### config.mk
export PLATFORM = sky130hd
export DESIGN_NAME = buffer_reader
export DESIGN_NICKNAME = d
export VERILOG_FILES = /design/src/rtl/buffer_pkg.sv /design/src/rtl/buf_occ_counter.sv /design/src/rtl/buffer_reader.sv
export SDC_FILE = /design/constraint.sdc
export NUM_CORES = 1
export LEC_CHECK = 0
export ABC_CLOCK_PERIOD_IN_PS = 3300
export BUFFER_PORTS_ARGS = -buffer_cell sky130_fd_sc_hd__buf_2
export CORE_MARGIN = 5
export CORE_UTILIZATION = 30
export DETAILED_ROUTE_END_ITERATION = 10
export SLEW_MARGIN = 10
export SYNTH_ARGS = -nofsm -noshare
export SYNTH_HDL_FRONTEND = slang
export SYNTH_HIERARCHICAL = 1
export SYNTH_SLANG_ARGS = --single-unit
### constraint.sdc
create_clock -name clk -period 3.3 [get_ports clk]
set_input_delay 0.825 -clock clk [delete_from_list [all_inputs] [get_ports clk]]
set_output_delay 0.825 -clock clk [all_outputs]
set_load 0.01 [all_outputs]
### src/rtl/buffer_pkg.sv
// Shared width helpers and read-side FSM encoding for the circular-buffer reader.
package buffer_pkg;

  typedef enum logic {
    IDLE = 1'b0,
    HOLD = 1'b1
  } rd_state_t;

  localparam int DROP_CNT_W = 8;

  // Buffer read address width; a one-word buffer still gets a 1-bit address.
  function automatic int addr_w(input int size);
    return (size > 1) ? $clog2(size) : 1;
  endfunction

  // Occupancy must represent 0..size inclusive.
  function automatic int cnt_w(input int size);
    return $clog2(size) + 1;
  endfunction

endpackage

### src/rtl/buf_occ_counter.sv
// Occupancy tracker: word count, write-space flag and sticky overflow.
// Optional saturating drop counter when BUFFER_READER_DROP_CNT_EN is defined.
module buf_occ_counter
  import buffer_pkg::*;
#(
  parameter int SIZE = 16,
  parameter int K    = 4,
  parameter int J    = 8
) (
  input  logic                   clk,
  input  logic                   rst,
  input  logic                   ld_i,
  input  logic                   fire_i,
  output logic [cnt_w(SIZE)-1:0] count_o,
  output logic                   wr_ok_o,
  output logic                   overflow_o
`ifdef BUFFER_READER_DROP_CNT_EN
  ,
  output logic [DROP_CNT_W-1:0]  drop_cnt_o
`endif
);

  localparam int CW = cnt_w(SIZE);
  localparam logic [CW-1:0] K_C   = CW'(K);
  localparam logic [CW-1:0] J_C   = CW'(J);
  localparam logic [CW-1:0] LIMIT = CW'(SIZE - K);

  logic [CW-1:0] count_q, count_d;
  logic          overflow_q;
  logic          wr_ok;
  logic          accept;

  assign wr_ok  = (count_q <= LIMIT);
  assign accept = ld_i && wr_ok;

  // NOTE: every always_comb output gets a default first so no latch is inferred.
  always_comb begin
    count_d = count_q;
    if (accept) count_d = count_d + K_C;
    if (fire_i) count_d = count_d - J_C;
  end

  // NOTE: sequential state uses non-blocking assignments only.
  always_ff @(posedge clk or negedge rst) begin
    if (!rst) begin
      count_q    <= '0;
      overflow_q <= 1'b0;
    end else begin
      count_q <= count_d;
      if (ld_i && !wr_ok) overflow_q <= 1'b1;
    end
  end

`ifdef BUFFER_READER_DROP_CNT_EN
  logic [DROP_CNT_W-1:0] drop_cnt_q;

  always_ff @(posedge clk or negedge rst) begin
    if (!rst) begin
      drop_cnt_q <= '0;
    end else if (ld_i && !wr_ok && (drop_cnt_q != {DROP_CNT_W{1'b1}})) begin
      drop_cnt_q <= drop_cnt_q + 1'b1;
    end
  end

  assign drop_cnt_o = drop_cnt_q;
`endif

  assign count_o    = count_q;
  assign wr_ok_o    = wr_ok;
  assign overflow_o = overflow_q;

endmodule

### src/rtl/buffer_reader.sv
// Circular-buffer reader: pulls J-word bursts once enough words are committed
// and hands them to a ready/valid consumer. BUFFER_READER_DROP_CNT_EN adds drop_cnt.
module buffer_reader
  import buffer_pkg::*;
#(
  parameter int SIZE  = 16,
  parameter int WIDTH = 8,
  parameter int K     = 4,
  parameter int J     = 8
) (
  input  logic                    clk,
  input  logic                    rst,
  input  logic                    ld,
  output logic                    wr_ok,
  output logic [addr_w(SIZE)-1:0] read_add,
  input  logic [WIDTH*J-1:0]      par_in,
  output logic [WIDTH*J-1:0]      par_out,
  output logic                    out_valid,
  input  logic                    out_ready,
  output logic                    overflow
`ifdef BUFFER_READER_DROP_CNT_EN
  ,
  output logic [DROP_CNT_W-1:0]   drop_cnt
`endif
);

  localparam int AW = addr_w(SIZE);
  localparam int CW = cnt_w(SIZE);

  rd_state_t          state_q;
  logic               out_valid_q;
  logic [WIDTH*J-1:0] par_out_q;
  logic [AW-1:0]      read_add_q, read_add_d;
  logic [AW:0]        ra_sum;
  logic [CW-1:0]      count;
  logic               fire;

  // A held burst can be replaced on the same edge the consumer takes it.
  assign fire = (count >= CW'(J)) && ((state_q == IDLE) || out_ready);

  // One extra bit covers read_add + J < 2*SIZE, so a single subtract wraps it.
  always_comb begin
    ra_sum     = {1'b0, read_add_q} + (AW+1)'(J);
    read_add_d = ra_sum[AW-1:0];
    if (ra_sum >= (AW+1)'(SIZE)) read_add_d = AW'(ra_sum - (AW+1)'(SIZE));
  end

  buf_occ_counter #(
    .SIZE (SIZE),
    .K    (K),
    .J    (J)
  ) u_occ (
    .clk        (clk),
    .rst        (rst),
    .ld_i       (ld),
    .fire_i     (fire),
    .count_o    (count),
    .wr_ok_o    (wr_ok),
    .overflow_o (overflow)
`ifdef BUFFER_READER_DROP_CNT_EN
    ,
    .drop_cnt_o (drop_cnt)
`endif
  );

  // NOTE: par_out is a plain output register, not storage, so it is reset with the rest.
  always_ff @(posedge clk or negedge rst) begin
    if (!rst) begin
      state_q     <= IDLE;
      out_valid_q <= 1'b0;
      par_out_q   <= '0;
      read_add_q  <= '0;
    end else begin
      if (fire) begin
        state_q     <= HOLD;
        out_valid_q <= 1'b1;
        par_out_q   <= par_in;
        read_add_q  <= read_add_d;
      end else begin
        case (state_q)
          IDLE: begin
            out_valid_q <= 1'b0;
          end
          HOLD: begin
            if (out_ready) begin
              state_q     <= IDLE;
              out_valid_q <= 1'b0;
            end
          end
          default: begin
            state_q     <= IDLE;
            out_valid_q <= 1'b0;
          end
        endcase
      end
    end
  end

  assign out_valid = out_valid_q;
  assign par_out   = par_out_q;
  assign read_add  = read_add_q;

endmodule

### Word level (Yosys, flattened, before mapping)

Cells that the tools add are included.
W data, S select, Z words.

| operators by class | value |
|---|---|
| $add $sub $neg | 4 |
| reductions and logical operators | 5 |
| shift-type cells | 0 |
| multiply operators | 0 |
| equal/unequal tests | 1 |
| mux-type cells | 9 |
| divide/modulo/power cells | 0 |
| bitwise gates (word level) | 1 |
| order comparisons | 3 |

Operators by type and width:

| operator | number |
|---|---|
| $mux W5 | 2 |
| $add A4 B4 Y5 const B | 1 |
| $add A5 B3 Y5 const B | 1 |
| $ge A5 B4 Y1 const B | 1 |
| $ge A5 B5 Y1 const B | 1 |
| $le A5 B4 Y1 const B | 1 |
| $mux W1 | 5 |
| $sub A5 B4 Y5 const B | 1 |
| $mux W4 | 1 |
| $sub A4 B1 Y4 const B | 1 |
| $logic_and A1 B1 Y1 | 3 |
| $ne A3 B2 Y1 const B | 1 |
| $pmux W1 S2 | 1 |
| $logic_not A1 Y1 | 1 |
| $logic_or A1 B1 Y1 | 1 |
| $not A1 Y1 | 1 |

| storage, ports and cells | value |
|---|---|
| latch bits | 0 |
| memories kept | 0 |
| ROM bits | 0 |
| input bits | 68 |
| output and inout bits | 71 |
| memory bits (writable) | 0 |
| flip-flop bits (word level) | 76 |

### Longest topological paths before layout

| depth | value |
|---|---|
| depth in word-level cells | 5 |
| mapped depth | 8 |

### Modules after synthesis

The synthesis kept the hierarchy.

By module, submodules not included:

| module | cells each | area an instance (um^2) | times used | sequential area each (um^2) |
|---|---|---|---|---|
| buffer_reader | 149 | 2747.6 | 1 | 1676.6 |
| buf_occ_counter | 28 | 265.3 | 1 | 100.1 |

### Worst setup path before layout

No wires, ideal clock.

| timing | value |
|---|---|
| kind | reg-to-output |
| start | reg u_occ.count_q[3], in the netlist u_occ/count_o[3] |
| end | out wr_ok |
| data arrival time | 1.046 ns |
| buffers on the path | 0 |
| slack | 1.429 ns |
| cell stages (with the launch flop) | 5 |
| cells stage by stage | dfrtp_1 ha_1 ha_1 nor2_1 inv_1 |

| between the ends | value |
|---|---|
| word-level cells in the longest chain between the ends | 1 |

RTL lines:

| item | RTL line | source |
|---|---|---|
| from (decl) | buf_occ_counter.sv:28 | `logic [CW-1:0] count_q, count_d;` |
| from (signal assigned) | buf_occ_counter.sv:49 | `count_q <= count_d;` |
| $le A5 B4 Y1 | buf_occ_counter.sv:33 | `assign wr_ok = (count_q <= LIMIT);` |
| to (decl) | buffer_reader.sv:14 | `output logic wr_ok,` |

No other way between the ends.

### Final worst setup path

Same ends and word-level chain as after synthesis.

==> impl_metrics.csv <==
group,metric,value,unit
yosys,synth.avg_cell_area,17.21,µm²
floorplanning,num_io_pins,139,
power_and_ir_drop,power-per-cell-area,1047,nW/µm²
cells_and_area,finish.instance_area,3921,µm²
worst_setup_path,timing.critical_path.required,2.47,ns
cells_and_area,layout.cells.most_common,"buf_2",
placement,post-dp-hpwl,4.390,mm
timing,maximum_achievable_frequency,410.0,MHz
clock_network,clock_tree_from_tritoncts,"built",
placement,gp_routability_congestion,0.6537,
timing,rsz0062_at_grt,"false",
clock_network,cts-root-to-sink-buffers,2,
cells_and_area,final_nets,383,
cells_and_area,drive_gt1_share,68.87,%
floorplanning,area_enclosed_by_the_die_boundary,12080,µm²
clock_network,cts_inserted_buffers,9,
clock_network,clk_transition_reported_paths,0.07,ns
timing,layout_min_cycle_time,2.439,ns
detailed_routing,drc_errors,0,
cells_and_area,area.growth.synth_to_final,30.97,%
timing,setup_violations,0,
timing,finalMaxSlewViolations,0,
floorplanning,horizontal_die_dimension,109.9,µm
timing,worstMarginPinSlew,0.8790,ns
worst_setup_path,start_kind,"register",
cells_and_area,antenna_fix_cells,0,
cells_and_area,fillerInstances,970,
timing,finalHoldViolations,0,
clock_network,clock-root-buffer,"clkbuf_8",
power_and_ir_drop,power_leakage,1.968,nW
grt,grt_pass1_vias,1976,
clock_network,cts.hold.buffers_added,0,
clock_network,cts_setup_buffers,0,
power_and_ir_drop,peakVddDrop,541.6,µV
power_and_ir_drop,power.total,4.104,mW
floorplanning,core_region_area,9774,µm²
worst_setup_path,crit_path_arrival_time,1.61,ns
grt,grt_first_pass_wirelength,9.432,mm
power_and_ir_drop,seq_power_share,37.9,%
floorplanning,num_rows,36,
yosys,synth.yosys.warnings,6,
cells_and_area,commonest_non_fill_non_tap_cells_in_the_layout,"buf_2 (134), dfrtp_1 (71), mux2_4 (38)",
detailed_routing,detailroute.via_count,1899,
clock_network,clock_latency_on_the_worst_skew_pair,0.33,ns
grt,track_usage,10.05,%
flow_run,cap_viol_max_count,0,
grt,grt_max_degree,72,
detailed_routing,finalWirelength,6.241,mm
floorplanning,initial_utilization,30.63,%
power_and_ir_drop,switching_share,32.91,%
floorplanning,die_height,109.9,µm
grt,overflow,0,
detailed_routing,detail_route.first_pass.iterations,4,
clock_network,ctsHtreeMaxLevel,3,
clock_network,numClockSinks,71,
worst_setup_path,critical_path_capture_point_type,"output port",
placement,dpl-instance-area,3716,µm²
detailed_routing,routedWlPerCell,13.84,µm
power_and_ir_drop,netSwitchingPower,1.350,mW
grt,antenna_found_initial,0,
yosys,syn_inst,174,
timing,totalNegativeSetupSlack,0,ns
worst_hold_path,min-delay-path-class,"reg -> reg",
worst_setup_path,maximum_net_fanout_on_the_critical_path,6,
yosys,syn-cell-area,2994,µm²
detailed_routing,detail_route.vias_per_cell,4.211,
timing,fin_skew,0.005246,ns
power_and_ir_drop,share_clk_of_total_power,17.9,%
detailed_routing,detail_route.iter0.violations,91,
timing,timing.final.crit_share,73.91,%
worst_setup_path,setup.worst_path.class,"reg -> out",
outcome,outcome,"complete, no violations",
timing,slew_headroom,41.40,%
power_and_ir_drop,power_frac_comb,44.2,%
clock_network,post_cts_resized,0,
detailed_routing,final_antenna_violating_net_count,0,
power_and_ir_drop,cell_internal_pwr,2.753,mW
placement,portBuffers,135,
## power by group through the flow
stage	logic (mW)	registers, mW	clock network [mW]
floorplan	1.14	1.76	0
global placement	1.81	1.56	0
detailed placement	1.85	1.57	0
CTS	1.86	1.56	0.774
global route	1.97	1.61	0.802
finish	1.81	1.56	0.735
## registers in the layout (all words and copies together), names as in the netlist
register,cells
u_occ/count_o,3
out_valid,1
par_out,64
u_occ/overflow_o,1
state_q,1
read_add,1
## final cells by class
cell class / instances / area [µm²] / area share, %
Multi-Input combinational cell: 92 / 1072 / 27.35
Inverter: 2 / 7.507 / 0.1914
Timing Repair Buffer: 137 / 693.2 / 17.68
Tap cell: 133 / 166.4 / 4.244
Clock inverter: 4 / 70.07 / 1.787
Clock buffer: 12 / 135.1 / 3.446
Sequential cell: 71 / 1777 / 45.31
## metal layers
metal / vias up / wire (µm) / GRT usage [%]
li1: 872 / - / -
met1: 944 / 2584 / 12.43
met2: 75 / 3100 / 16.20
met3: 8 / 479 / 2.819
met4: 0 / 76 / 4.630
met5: - / 0 / 0
## per-stage QoR
step / hold slack, ns / utilization [%] / worst slack, ns / instances
3_3_place_gp: 0.4464 / 38.02 / 1.147 / 435
3_5_place_dp: 0.4517 / 38.02 / 1.100 / 435
2_1_floorplan: 0.4428 / - / 1.429 / 176
5_1_grt: 0.5008 / 40.12 / 0.7639 / 451
4_1_cts: 0.4661 / 40.12 / 0.8273 / 451
6_report: 0.4623 / 40.12 / 0.8609 / 451
## worst max-delay path, stage by stage, from the launching register on
cell and delay [ns]:
dfrtp_1 0.46, ha_1 0.23, ha_1 0.23, nor2_1 0.16, inv_1 0.07, buf_2 0.14
## final timing paths
kind / start / endpoint / slack (ns) / cells after the start
worst max-delay path: u_occ/count_o[3] / wr_ok / 0.86 / 5
worst min-delay path: read_add[3] / read_add[3] / 0.46 / 1
worst max register to register: u_occ/count_o[4] / par_out[59] / 1.60 / 4
worst min register to register: read_add[3] / read_add[3] / 0.46 / 1
max in group asynchronous: rst / par_out[38] / 2.12 / 1
min in group asynchronous: rst / par_out[8] / 0.61 / 1
No activity file was read; power rests on OpenSTA's default activity.
